## config.mk

```make
export PLATFORM = sky130hd
export DESIGN_NAME = pattern_serializer
export DESIGN_NICKNAME = d
export VERILOG_FILES = /design/src/rtl/pattern_serializer.sv
export SDC_FILE = /design/constraint.sdc
export NUM_CORES = 1
export LEC_CHECK = 0
export BUFFER_PORTS_ARGS = -buffer_cell sky130_fd_sc_hd__buf_2
export CORE_ASPECT_RATIO = 0.8
export CORE_MARGIN = 5
export CORE_UTILIZATION = 54
export DETAILED_ROUTE_END_ITERATION = 7
export PLACE_DENSITY = 0.76
export SETUP_SLACK_MARGIN = 0.15
export SLEW_MARGIN = 0
export SYNTH_ARGS = -nofsm -noshare
export SYNTH_HDL_FRONTEND = slang
export SYNTH_SLANG_ARGS = --single-unit
```

## constraint.sdc

```tcl
create_clock -name clock -period 2 [get_ports clock]
set_clock_uncertainty 0.05 [all_clocks]
set_input_delay 0.2 -clock clock [delete_from_list [all_inputs] [get_ports clock]]
set_output_delay 0.2 -clock clock [all_outputs]
set_load 0.005 [all_outputs]
```

## src/rtl/pattern_serializer.sv

```systemverilog
// Parallel-to-serial converter with a one-word holding buffer so that words
// can be streamed back-to-back with no idle cycle between them.
module pattern_serializer #(
  parameter int WIDTH      = 8,
  parameter bit MSB_FIRST  = 1'b1,
  parameter bit IDLE_LEVEL = 1'b0
) (
  input  logic             clock,
  input  logic             reset,
  input  logic [WIDTH-1:0] data_in,
  input  logic             data_valid,
  output logic             data_ready,
  output logic             sequence_out,
  output logic             bit_valid,
  output logic             word_done,
  output logic             busy
);
  localparam int CW = $clog2(WIDTH);

  typedef enum logic {IDLE, SHIFT} state_t;

  state_t           state, state_d;
  logic [WIDTH-1:0] buf_q, shreg;
  logic             buf_full, buf_full_d;
  logic [CW-1:0]    cnt;
  logic             accept, load, last;
  logic             seq_d, bv_d, wd_d, busy_d;
  logic             first_bit, shift_bit;

  assign accept    = data_valid & data_ready;
  assign last      = (cnt == CW'(WIDTH-1));
  assign first_bit = MSB_FIRST ? buf_q[WIDTH-1] : buf_q[0];
  assign shift_bit = MSB_FIRST ? shreg[WIDTH-1] : shreg[0];

  always_ff @(posedge clock or negedge reset) begin
    if (!reset) state <= IDLE;
    else        state <= state_d;
  end

  always_comb begin
    state_d = state;
    load    = 1'b0;
    case (state)
      IDLE: if (buf_full) begin
        load    = 1'b1;
        state_d = SHIFT;
      end
      SHIFT: if (last) begin
        if (buf_full) load = 1'b1;
        else          state_d = IDLE;
      end
      default: state_d = IDLE;
    endcase
  end

  // Next values for the output flops; outputs reflect the cycle after the edge.
  always_comb begin
    buf_full_d = accept | (buf_full & ~load);
    seq_d      = IDLE_LEVEL;
    bv_d       = 1'b0;
    wd_d       = 1'b0;
    if (load) begin
      seq_d = first_bit;
      bv_d  = 1'b1;
    end else if (state_d == SHIFT) begin
      seq_d = shift_bit;
      bv_d  = 1'b1;
      wd_d  = (cnt == CW'(WIDTH-2));
    end
    busy_d = (state_d == SHIFT) | buf_full_d;
  end

  // shreg holds only the bits not yet presented on sequence_out.
  always_ff @(posedge clock or negedge reset) begin
    if (!reset) begin
      buf_q    <= '0;
      buf_full <= 1'b0;
      shreg    <= '0;
      cnt      <= '0;
    end else begin
      buf_full <= buf_full_d;
      if (accept) buf_q <= data_in;
      if (load) begin
        shreg <= MSB_FIRST ? (buf_q << 1) : (buf_q >> 1);
        cnt   <= '0;
      end else if (state == SHIFT) begin
        shreg <= MSB_FIRST ? (shreg << 1) : (shreg >> 1);
        cnt   <= last ? '0 : cnt + 1'b1;
      end
    end
  end

  always_ff @(posedge clock or negedge reset) begin
    if (!reset) begin
      sequence_out <= IDLE_LEVEL;
      bit_valid    <= 1'b0;
      word_done    <= 1'b0;
      busy         <= 1'b0;
      data_ready   <= 1'b1;
    end else begin
      sequence_out <= seq_d;
      bit_valid    <= bv_d;
      word_done    <= wd_d;
      busy         <= busy_d;
      data_ready   <= ~buf_full_d;
    end
  end
endmodule

```

==> impl_metrics.tcl <==
set metrics [dict create \
    cts_sinks 25 \
    muxShareOfSynthArea_pct 9.31 \
    timing.fmax_mhz 588 \
    grt_usage_pct 12.9 \
    vdd_ir_drop_max_v 0.000945 \
    p_leak_nw 0.554 \
    drt_iter0_markers 6 \
    switchingPower_uw 633 \
    grt_max_degree 26 \
    wl_um 1720 \
    cp.arrival_ns 1.91 \
    htree_num_levels 1 \
    synth_ff_type "dfrtp_1" \
    ys_top_cells_by_area "dfrtp_1, mux2_2, o221a_1, a211o_1, ha_1" \
    yosysMostFrequentCell "dfrtp_1" \
    min_period_ns 1.70 \
    end_kind "register" \
    critPathKind "register to register" \
    synthAdderAreaFrac_pct 3.49 \
    path_common_cell "ha_1" \
    slew_viol_final 0 \
    rsz0062_at_grt "false" \
    worst-slew-pin-transition_ns 0.551 \
    vias 675 \
    die_height_um 49.9 \
    critPathLaunchType "register" \
    synth_compound_area_share_pct 14.1 \
    synth_top_family_by_area "compound AO/OA/AOI/OAI gates" \
    ys_ff_latch 25 \
    post_cts.repair.setup_buffers 0 \
    yosysSeqAreaShare_pct 58.3 \
    cts_buffers 3 \
    synth_commonest_cells "dfrtp_1, nand2_1, mux2_2" \
    syn_nets 97 \
    multiInputGateArea_um2 417 \
    hpwl_um 1220 \
    cts_hold_buffers 1 \
    dieArea_um2 2990 \
    crit_slowest_cell "dfrtp_1" \
    netlist.area_leader.share_pct 55.9 \
    critPathMaxFanout 13 \
    path_clk_slew_ns 0.13 \
    clock_path_buffers 2 \
    grt_pass1_vias 670 \
    status "finished clean" \
    cts_tree "built" \
    slew_headroom_pct 63.3 \
    drt_first_pass_iters 4 \
    die_w_um 59.9 \
    p_int_mw 1.21 \
    crit_required_ns 2.21 \
    synth_area_per_cell_um2 12.9 \
    path_cells "ha_1, ha_1, nand2b_2, nand2_1, o221a_1" \
    fin_ws_ns 0.300 \
    cts_root_buf "clkbuf_4" \
    yosys.area.top_type "dfrtp_1" \
    synth-xor-area-share_pct 0 \
    max_cap_viol_count 0 \
    drc 0 \
    crit_path_max_incr_delay_ns 0.43 \
    portBuffers 15 \
    ios 16 \
    place_ws_ns 0.344 \
    hold_class "primary input to register" \
    syn2layout_area_growth_pct 10.6 \
    cts-resized-gates 0 \
    async_flop_share_pct 100 \
    synthSimpleGateAreaFrac_pct 11.9 \
    fillerInstances 151 \
    rows 14 \
    drive_above_1_share_pct 28.3 \
    diodes 0 \
    grt_pass1_wl_um 2920 \
    antenna_found_initial 0 \
    regArea_um2 627 \
    power.share.clock_pct 11.6 \
    finalSetupTns_ns 0 \
    wl_per_cell_um 14.0 \
    place_congestion 0.727 \
    power.density_nw_per_um2 1550 \
    synth_cells 83 \
    syn-cell-area_um2 1070 \
    ys_types 24 \
    swShare_pct 34.3 \
    coreArea_um2 1890 \
    start_util_pct 56.8 \
    layout.nets 114 \
    ant_nets 0 \
    clkLatencyLatePin_ns 0.31 \
    setup_viol 0 \
    seqPwrFrac_pct 50.7 \
    fin_crit_sh_pct 85.0 \
    comb_power_share_pct 37.7 \
    viasPerCell 5.49 \
    finalHoldViolCount 0 \
    yosys_warnings 0 \
    synth_edf_count 0 \
    grt-ovfl-total 0 \
]
[cell families after synthesis]
| kind of cell | count (synthesis) |
|---|---|
| fa+ha+maj | 3 |
| buf+inv | 5 |
| flops | 25 |
| mux | 9 |
| compound gates | 17 |
| simple gates | 24 |
[power by group through the flow]
stage / sequential, mW / combinational (mW) / clock (mW)
after floorplan: 0.874 / 0.623 / 0
after global placement: 0.948 / 0.670 / 0
after detailed placement: 0.951 / 0.703 / 0
after CTS: 0.939 / 0.704 / 0.222
after global routing: 0.973 / 0.796 / 0.243
final: 0.937 / 0.696 / 0.215
[cells in the final DEF (no fill, tap or decap), types with 3 or more instances in the layout]
cell / instances
nand2b_1: 3
clkbuf_4: 3
mux2_2: 8
ha_1: 3
o221a_1: 6
nor2b_1: 6
a211o_1: 6
o21ai_0: 3
buf_2: 15
nand2_1: 9
dfrtp_1: 24
[sequential cells by signal (all words and copies together), names as in the netlist]
signal,cells
busy,1
buf_full,1
cnt,3
bit_valid,1
data_ready,1
buf_q,8
sequence_out,1
state,1
shreg,7
word_done,1
[worst max-delay path: cells and delay by family, from the launching register on]
kind,cells,cell delay [ns]
AO/OA/AOI/OAI,1,0.23
adder cells (fa/ha/maj),2,0.38
AND/OR/NAND/NOR,2,0.56
flip-flops,1,0.43
[area by class of cell]
class,instances,area share [%]
repair buffers,16,7.16
multi-input cells,53,35.1
flip-flops and latches,25,52.7
inverters,1,0.316
well taps,24,2.53
clock buffers,4,2.21
[final timing paths]
check	cells after the start	startpoint	endpoint	slack, ns
max	5	cnt[0]	shreg[3]	0.30
min	2	data_in[0]	buf_q[0]	0.06
max reg2reg	5	cnt[0]	shreg[3]	0.30
min reg2reg	2	shreg[7]	sequence_out	0.43
max in group asynchronous	2	reset	data_ready	1.20
min in group asynchronous	2	reset	buf_q[4]	0.33
[stage by stage]
| step | util (%) | cell area (um2) | power, mW | std cells | hold slack (ns) |
|---|---|---|---|---|---|
| floorplan | - | 1070 | 1.50 | 83 | -0.146 |
| global placement | 60.9 | 1150 | 1.62 | 118 | 0.160 |
| detailed placement | 60.9 | 1150 | 1.65 | 118 | 0.166 |
| CTS | 62.8 | 1190 | 1.86 | 123 | 0.0544 |
| global route | 62.8 | 1190 | 2.01 | 123 | 0.0409 |
| finish | 62.8 | 1190 | 1.85 | 123 | 0.0576 |
[per-layer routing]
metal	share of wire, %	up-vias	wire, um	global-route usage [%]
li1	-	331	-	-
met1	46	328	794	16.2
met2	47	16	801	21.6
met3	7.2	0	123	4.96
met4	0	0	0	1.11
met5	0	-	0	0
Power figures use the tool's default switching activity.
